===== config.mk =====
export PLATFORM = sky130hd
export DESIGN_NAME = lcd_refresh_ctrl_flat
export DESIGN_NICKNAME = d
export VERILOG_FILES = /design/src/rtl/lcd_pkg.sv /design/src/rtl/lcd_refresh_ctrl_if.sv /design/src/rtl/lcd_bus_step.sv /design/src/rtl/lcd_refresh_ctrl.sv /design/src/flat_wrapper.sv
export SDC_FILE = /design/constraint.sdc
export NUM_CORES = 1
export LEC_CHECK = 0
export CAP_MARGIN = 20
export CORE_UTILIZATION = 25
export DETAILED_ROUTE_END_ITERATION = 10
export GPL_TIMING_DRIVEN = 1
export PLACE_DENSITY = 0.49
export SYNTH_ARGS = -nofsm -noshare
export SYNTH_HDL_FRONTEND = slang
export SYNTH_HIERARCHICAL = 1
export SYNTH_SLANG_ARGS = --single-unit

===== constraint.sdc =====
create_clock -name CLK -period 2.96 [get_ports CLK]
set_input_delay 0.888 -clock CLK [delete_from_list [all_inputs] [get_ports CLK]]
set_output_delay 0.888 -clock CLK [all_outputs]
set_load 0.05 [all_outputs]

===== src/rtl/lcd_pkg.sv =====
// Shared constants for the character-LCD refresh controller: sequencer
// states, HD44780-style command bytes and a screen-buffer char accessor.
package lcd_pkg;

    typedef enum logic [3:0] {
        ST_POWERUP,
        ST_FUNC_SET,
        ST_DISP_ON,
        ST_ENTRY,
        ST_CLEAR,
        ST_CLEAR_WAIT,
        ST_SNAP,
        ST_L1_ADDR,
        ST_L1_CHAR,
        ST_L2_ADDR,
        ST_L2_CHAR
    } lcd_state_e;

    localparam logic [7:0] CMD_FUNC_SET = 8'h38;  // 8-bit bus, 2 lines, 5x8 font
    localparam logic [7:0] CMD_DISP_ON  = 8'h0C;  // display on, cursor off
    localparam logic [7:0] CMD_ENTRY    = 8'h06;  // auto-increment, no shift
    localparam logic [7:0] CMD_CLEAR    = 8'h01;
    localparam logic [7:0] CMD_LINE1    = 8'h80;  // DDRAM address 0x00
    localparam logic [7:0] CMD_LINE2    = 8'hC0;  // DDRAM address 0x40
    localparam logic [7:0] CHAR_SPACE   = 8'h20;

    localparam logic [4:0] LAST_L1_IDX  = 5'd15;
    localparam logic [4:0] LAST_L2_IDX  = 5'd31;

    // Char idx of a 32-char screen vector lives at bits [8*idx+7 : 8*idx].
    function automatic logic [7:0] char_at(input logic [255:0] scr, input logic [4:0] idx);
        return scr[{idx, 3'b000} +: 8];
    endfunction

endpackage


===== src/rtl/lcd_refresh_ctrl_if.sv =====
// LCD pin bundle. The controller drives it (master); the pad ring or a
// bus monitor observes it (slave).
interface lcd_refresh_ctrl_if;

    logic       LCD_E;
    logic       LCD_RS;
    logic       LCD_RW;
    logic [7:0] LCD_DATA;

    modport master (output LCD_E, LCD_RS, LCD_RW, LCD_DATA);
    modport slave  (input  LCD_E, LCD_RS, LCD_RW, LCD_DATA);

endinterface


===== src/rtl/lcd_bus_step.sv =====
// One LCD bus transfer. A start pulse latches RS/byte; the step then lasts
// STEP_CYCLES cycles with E high for k = 1..STEP_CYCLES/2, giving at least
// one cycle of setup before E rises and one of hold after it falls. RS and
// DATA keep their last value between steps. A start in the same cycle as
// done chains the next step with no gap.
module lcd_bus_step #(
    parameter int STEP_CYCLES = 4
) (
    input  logic       clk,
    input  logic       rst,
    input  logic       start,
    input  logic       rs_in,
    input  logic [7:0] byte_in,
    output logic       e,
    output logic       rs,
    output logic [7:0] data,
    output logic       done
);

    localparam int KW   = $clog2(STEP_CYCLES);
    localparam int HALF = STEP_CYCLES / 2;

    logic [KW-1:0] k;
    logic          busy;

    assign done = busy && (k == KW'(STEP_CYCLES - 1));

    // Step counter and registered bus outputs; reset drops E immediately.
    always_ff @(posedge clk) begin
        if (rst) begin
            busy <= 1'b0;
            k    <= '0;
            e    <= 1'b0;
            rs   <= 1'b0;
            data <= 8'h00;
        end else if (start) begin
            busy <= 1'b1;
            k    <= '0;
            e    <= 1'b0;
            rs   <= rs_in;
            data <= byte_in;
        end else if (busy) begin
            if (done) begin
                busy <= 1'b0;
                k    <= '0;
                e    <= 1'b0;
            end else begin
                k <= k + 1'b1;
                // E for the coming cycle k+1: high while k+1 <= HALF
                e <= (k < KW'(HALF));
            end
        end
    end

endmodule


===== src/rtl/lcd_refresh_ctrl.sv =====
// 16x2 LCD sequencer: power-up wait, one-shot init commands, then an
// endless refresh of both lines from a per-frame snapshot of SCREEN_DATA.
// Each bus step is launched on the cycle the FSM moves into (or re-enters)
// a bus state, so consecutive steps run back to back.
module lcd_refresh_ctrl
    import lcd_pkg::*;
#(
    parameter int STEP_CYCLES       = 4,
    parameter int POWERUP_CYCLES    = 40,
    parameter int CLEAR_WAIT_CYCLES = 16
) (
    input  logic                CLK,
    input  logic                RESET,
    input  logic [255:0]        SCREEN_DATA,
    lcd_refresh_ctrl_if.master  lcd,
    output logic                INIT_DONE,
    output logic                FRAME_DONE
);

    lcd_state_e    state, state_nxt;
    logic [15:0]   wait_cnt, wait_nxt;
    logic [4:0]    char_idx, idx_nxt;
    logic [255:0]  snapshot;
    logic          init_nxt, fdone_nxt, snap_ld;
    logic          step_start, step_rs, step_done;
    logic [7:0]    step_byte;

    assign lcd.LCD_RW = 1'b0;

    lcd_bus_step #(.STEP_CYCLES(STEP_CYCLES)) u_step (
        .clk     (CLK),
        .rst     (RESET),
        .start   (step_start),
        .rs_in   (step_rs),
        .byte_in (step_byte),
        .e       (lcd.LCD_E),
        .rs      (lcd.LCD_RS),
        .data    (lcd.LCD_DATA),
        .done    (step_done)
    );

    // State, counters, status flags and the frame snapshot.
    always_ff @(posedge CLK) begin
        if (RESET) begin
            state      <= ST_POWERUP;
            wait_cnt   <= '0;
            char_idx   <= '0;
            INIT_DONE  <= 1'b0;
            FRAME_DONE <= 1'b0;
            snapshot   <= {32{CHAR_SPACE}};
        end else begin
            state      <= state_nxt;
            wait_cnt   <= wait_nxt;
            char_idx   <= idx_nxt;
            INIT_DONE  <= init_nxt;
            FRAME_DONE <= fdone_nxt;
            if (snap_ld)
                snapshot <= SCREEN_DATA;
        end
    end

    // Next state, step launch with its RS/byte, counter updates.
    always_comb begin
        state_nxt  = state;
        wait_nxt   = wait_cnt;
        idx_nxt    = char_idx;
        init_nxt   = INIT_DONE;
        fdone_nxt  = 1'b0;
        snap_ld    = 1'b0;
        step_start = 1'b0;
        step_rs    = 1'b0;
        step_byte  = 8'h00;

        case (state)
            ST_POWERUP: begin
                if (wait_cnt == 16'(POWERUP_CYCLES - 1)) begin
                    state_nxt  = ST_FUNC_SET;
                    wait_nxt   = '0;
                    step_start = 1'b1;
                    step_byte  = CMD_FUNC_SET;
                end else begin
                    wait_nxt = wait_cnt + 16'd1;
                end
            end
            ST_FUNC_SET: begin
                if (step_done) begin
                    state_nxt  = ST_DISP_ON;
                    step_start = 1'b1;
                    step_byte  = CMD_DISP_ON;
                end
            end
            ST_DISP_ON: begin
                if (step_done) begin
                    state_nxt  = ST_ENTRY;
                    step_start = 1'b1;
                    step_byte  = CMD_ENTRY;
                end
            end
            ST_ENTRY: begin
                if (step_done) begin
                    state_nxt  = ST_CLEAR;
                    step_start = 1'b1;
                    step_byte  = CMD_CLEAR;
                end
            end
            ST_CLEAR: begin
                if (step_done) begin
                    state_nxt = ST_CLEAR_WAIT;
                    wait_nxt  = '0;
                end
            end
            ST_CLEAR_WAIT: begin
                // clear-display needs extra settle time before any write
                if (wait_cnt == 16'(CLEAR_WAIT_CYCLES - 1)) begin
                    state_nxt = ST_SNAP;
                    wait_nxt  = '0;
                    init_nxt  = 1'b1;
                end else begin
                    wait_nxt = wait_cnt + 16'd1;
                end
            end
            ST_SNAP: begin
                snap_ld    = 1'b1;
                state_nxt  = ST_L1_ADDR;
                step_start = 1'b1;
                step_byte  = CMD_LINE1;
            end
            ST_L1_ADDR: begin
                if (step_done) begin
                    state_nxt  = ST_L1_CHAR;
                    step_start = 1'b1;
                    step_rs    = 1'b1;
                    step_byte  = char_at(snapshot, char_idx);
                end
            end
            ST_L1_CHAR: begin
                if (step_done) begin
                    idx_nxt    = char_idx + 5'd1;
                    step_start = 1'b1;
                    if (char_idx == LAST_L1_IDX) begin
                        state_nxt = ST_L2_ADDR;
                        step_byte = CMD_LINE2;
                    end else begin
                        step_rs   = 1'b1;
                        step_byte = char_at(snapshot, char_idx + 5'd1);
                    end
                end
            end
            ST_L2_ADDR: begin
                if (step_done) begin
                    state_nxt  = ST_L2_CHAR;
                    step_start = 1'b1;
                    step_rs    = 1'b1;
                    step_byte  = char_at(snapshot, char_idx);
                end
            end
            ST_L2_CHAR: begin
                if (step_done) begin
                    // 5-bit index wraps 31 -> 0 for the next frame
                    idx_nxt = char_idx + 5'd1;
                    if (char_idx == LAST_L2_IDX) begin
                        state_nxt = ST_SNAP;
                        fdone_nxt = 1'b1;
                    end else begin
                        step_start = 1'b1;
                        step_rs    = 1'b1;
                        step_byte  = char_at(snapshot, char_idx + 5'd1);
                    end
                end
            end
            default: begin
                state_nxt = ST_POWERUP;
                wait_nxt  = '0;
            end
        endcase
    end

endmodule

===== src/flat_wrapper.sv =====
// flat-port wrapper written by rule: the top's interface ports become plain ports
module lcd_refresh_ctrl_flat import lcd_pkg::*;
#(
    parameter int STEP_CYCLES       = 4,
    parameter int POWERUP_CYCLES    = 40,
    parameter int CLEAR_WAIT_CYCLES = 16
)
  (CLK, RESET, SCREEN_DATA, INIT_DONE, FRAME_DONE, lcd_LCD_E, lcd_LCD_RS, lcd_LCD_RW, lcd_LCD_DATA);
  lcd_refresh_ctrl_if lcd_i ();
  input  logic CLK;
  input  logic RESET;
  input  logic [255:0] SCREEN_DATA;
  output logic INIT_DONE;
  output logic FRAME_DONE;
  output wire logic [$bits(lcd_i.LCD_E)-1:0] lcd_LCD_E;
  output wire logic [$bits(lcd_i.LCD_RS)-1:0] lcd_LCD_RS;
  output wire logic [$bits(lcd_i.LCD_RW)-1:0] lcd_LCD_RW;
  output wire logic [$bits(lcd_i.LCD_DATA)-1:0] lcd_LCD_DATA;
  assign lcd_LCD_E = lcd_i.LCD_E;
  assign lcd_LCD_RS = lcd_i.LCD_RS;
  assign lcd_LCD_RW = lcd_i.LCD_RW;
  assign lcd_LCD_DATA = lcd_i.LCD_DATA;
  lcd_refresh_ctrl #(.STEP_CYCLES(STEP_CYCLES), .POWERUP_CYCLES(POWERUP_CYCLES), .CLEAR_WAIT_CYCLES(CLEAR_WAIT_CYCLES)) u_core (.CLK(CLK), .RESET(RESET), .SCREEN_DATA(SCREEN_DATA), .lcd(lcd_i), .INIT_DONE(INIT_DONE), .FRAME_DONE(FRAME_DONE));
endmodule

==> impl_results.md, run 1 <==
* Status: complete, but fails checks
* Failing checks: design-rule violations
* Hpwl dp at 41800 um
* Mux contribution to synthesized area at 0.223
* Final Hold Viols at 0
* Cells after Synth at 1667
* Clock transition at path regs at 0.06 ns
* Critical path capture point type: register
* Hold wc startpoint: u_core/snapshot[139]$_SDFFE_PP0P_
* Fin crit period at 2.75 ns
* Total grt overflow at 0
* Vias in the first global route at 13169
* R2R setup slack at 0.21 ns
* Delay-heaviest family, CP: multiplexers
* Startpoint Class: register
* Final WS setup at 0.206 ns
* Initial core utilization at 0.253
* Syn Area/Cell at 8.98 um^2
* Slew HR at 0.379
* CP Buf/Inv Count at 1
* Clk Latency, worst-skew pair at 0.56 ns
* Synthesis Warnings at 6
* R2R Path End: u_core/u_step/data[1]$_SDFFE_PP0P_
* Commonest non-fill, non-tap cell in the layout: nand2_1
* Hold Path Stages at 2
* Die Area at 0.0609 mm^2
* WS Path Type: register to register
* Compound-Gate Fraction of Synth Area at 0.115
* #FFs+latches synth at 296
* Root Buffer: clkbuf_16
* Synth cell types at 61
* Crit path required time at 3.40 ns
* Routed wire length per instance at 20.8 um
* Die X-Extent at 247 um
* I/O Pins at 271
* Core Area at 0.0591 mm^2
* Number of synthesized flops with an enable pin at 0
* Slew @ Worst Pin at 0.932 ns
* Total Neg Setup Slack at 0 ns
* Seq/Total Area, Yosys at 0.396
* 1st-pass router iterations at 10
* Synth Area in Simple Gates at 0.203
* Proportion of layout cells with a drive suffix above 1 at 0.134
* Synth-to-Final Area Change at 31.9%
* Hold_buf cts at 0
* H-tree Lvls at 2
* Most frequent cells in the layout: nand2_1, dfxtp_1, clkdlybuf4s50_1
* Antenna violations before repair at 2
* Rows at 89
* Min-Delay Path Class: register to register
* Syn nets at 1930
* Post-cts resize count at 0
* Die height at 247 um
* Crit path DAT at 3.19 ns
* First-pass GRT wire length at 82500 um
* Total vias in the final route at 13437
* GRT Total Usage at 0.180
* Maxcap violations at 0
* R2r startpoint: u_core/char_idx[0]$_SDFFE_PP0P_
* Setup Fix Bufs, Post-CTS at 0
* Drt drc at 42
* Post-DR vias/cell at 5.03
* Setup Skew at 0.0228 ns
* Fillcell total at 6049
* # nets final at 2136
* Synth Area in XOR/XNOR at 0.0134
* Max incr delay on CP at 0.52 ns
* Post-route ant nets at 0
* Fmax at 363 MHz
* Critical path, cell by cell: ha_4 -> buf_12 -> mux4_2 -> mux4_2 -> a22o_1 -> a211o_1 -> mux2i_1 -> nor2_1
* CTS tree: built
* Period utilization at 0.930
* Async S/R FF share, synth at 0
* RSZ-0062 raised after global routing: false
* CP Max Fanout at 29
* CP most frequent cell: mux4_2
* PwrDens at 468 mW/mm^2
* VDD IR-drop max at 0.310 mV
* TritonCTS buffer count at 38
* Largest net degree at the start of global routing at 179
* Longest Clk Path Bufs at 3
* Largest family of logic cells by synthesized area: multiplexers
* Setup WS pre-CTS at 0.184 ns
* Max Slew Vio Count at 0
* Post-synthesis adder-cell area fraction at 0.00418
* Mapped cell area at 0.0150 mm^2
* Detailed router's first-iteration violation count at 1187
* P_leak at 6.29 nW
* Hold EP: u_core/snapshot[139]$_SDFFE_PP0P_
* Final Wtd Congestion at 0.901
* R2R cell count at 8
* I/O Buffers at 269
* Primary FF master, synth: dfxtp_1
* Clk sinks at 296
* Drt total wl at 55500 um
* Setup Viol. Count Final at 0
* Slowest-stage cell, CP: mux4_2
cells by family (layout without fill, tap and decap cells):
kind of cell | count (synthesis) | after routing
AND/OR/NAND/NOR | 722 | 722
adder cells (fa/ha/maj) | 5 | 5
other | 1 | 2
XOR/XNOR | 22 | 22
AO/OA/AOI/OAI | 306 | 306
buffers and inverters | 152 | 383
flip-flops | 296 | 296
multiplexers | 163 | 163
area by class of cell:
type	instances	area (um^2)	area share
multi-input combinational	1219	8420	0.426
sequential	296	5930	0.300
timing repair buffer	310	3150	0.160
clock buffer	54	1120	0.0569
tap	773	967	0.0490
clock inverter	11	123	0.00621
inverter	8	30.0	0.00152
antenna	1	2.50	0.000127
state kept, by name, summed over array words and instances (netlist names):
register and count:
u_core/FRAME_DONE 1, u_core/INIT_DONE 1, u_core/char_idx 5, u_core/snapshot 256
u_core/state 4, u_core/u_step/busy 1, u_core/u_step/data 8, u_core/u_step/e 1
u_core/u_step/k 2, u_core/u_step/rs 1, u_core/wait_cnt 16
Yosys cell counts (14+ instances only):
cell | number | area share
buf_1 | 14 | 0.0035
nor2_1 | 44 | 0.011
clkbuf_1 | 71 | 0.018
a21oi_1 | 239 | 0.080
nand3_1 | 21 | 0.0070
dfxtp_1 | 296 | 0.40
buf_2 | 46 | 0.015
mux2i_1 | 26 | 0.017
nand3b_1 | 33 | 0.017
nand2_1 | 561 | 0.14
mux4_2 | 136 | 0.20
where the power goes:
part | switching, mW | internal (mW) | leakage, nW
Clock | 1.81 | 2.82 | 0.606
Combinational | 0.215 | 0.369 | 3.30
Sequential | 0.0324 | 4.00 | 2.39
layer usage:
| layer | global-route usage | routed length [um] | part of all wire |
|---|---|---|---|
| met2 | 0.292 | 26200 | 0.47 |
| met1 | 0.246 | 24400 | 0.44 |
| met3 | 0.0302 | 3650 | 0.066 |
| met4 | 0.0507 | 1230 | 0.022 |
| met5 | 0 | 26 | 0.00047 |
worst max path at each step:
stage / startpoint / to / slack, ns / cells past startpoint
global placement: u_core/char_idx[0]$_SDFFE_PP0P_ / u_core/u_step/data[1]$_SDFFE_PP0P_ / 0.21 / 8
CTS: u_core/char_idx[0]$_SDFFE_PP0P_ / u_core/u_step/data[1]$_SDFFE_PP0P_ / 0.18 / 8
floorplan: u_core/char_idx[3]$_SDFFE_PP0P_ / u_core/u_step/data[1]$_SDFFE_PP0P_ / 0.32 / 11
global route: u_core/char_idx[0]$_SDFFE_PP0P_ / u_core/u_step/data[6]$_SDFFE_PP0P_ / 0.06 / 9
finish: u_core/char_idx[0]$_SDFFE_PP0P_ / u_core/u_step/data[1]$_SDFFE_PP0P_ / 0.21 / 8
detailed placement: u_core/char_idx[0]$_SDFFE_PP0P_ / u_core/u_step/data[1]$_SDFFE_PP0P_ / 0.18 / 8
through the flow:
stage	util	hold slack, ns	cells	total power [mW]	area (um^2)
2_1_floorplan	-	0.443	1667	4.30	15000
3_3_place_gp	0.313	0.454	2606	4.70	18500
3_5_place_dp	0.313	0.461	2606	4.71	18500
4_1_cts	0.334	0.469	2671	9.37	19700
5_1_grt	0.334	0.492	2671	9.58	19700
6_report	0.334	0.471	2672	9.25	19800
worst reg2reg max path, stage by stage, from the launching register on:
cell and delay [ns]:
dfxtp_4 0.37, ha_4 0.30, buf_12 0.23, mux4_2 0.54, mux4_2 0.52, a22o_1 0.25, a211o_1 0.23, mux2i_1 0.16
nor2_1 0.05
(Power assumes the default switching activity.)
==> inputs of run 2 (changes only) <==
Settings changed: SLEW_MARGIN from default to 0.
==> results of run 2 <==
Final layout, timing and power as in run 1 (identical DEF).
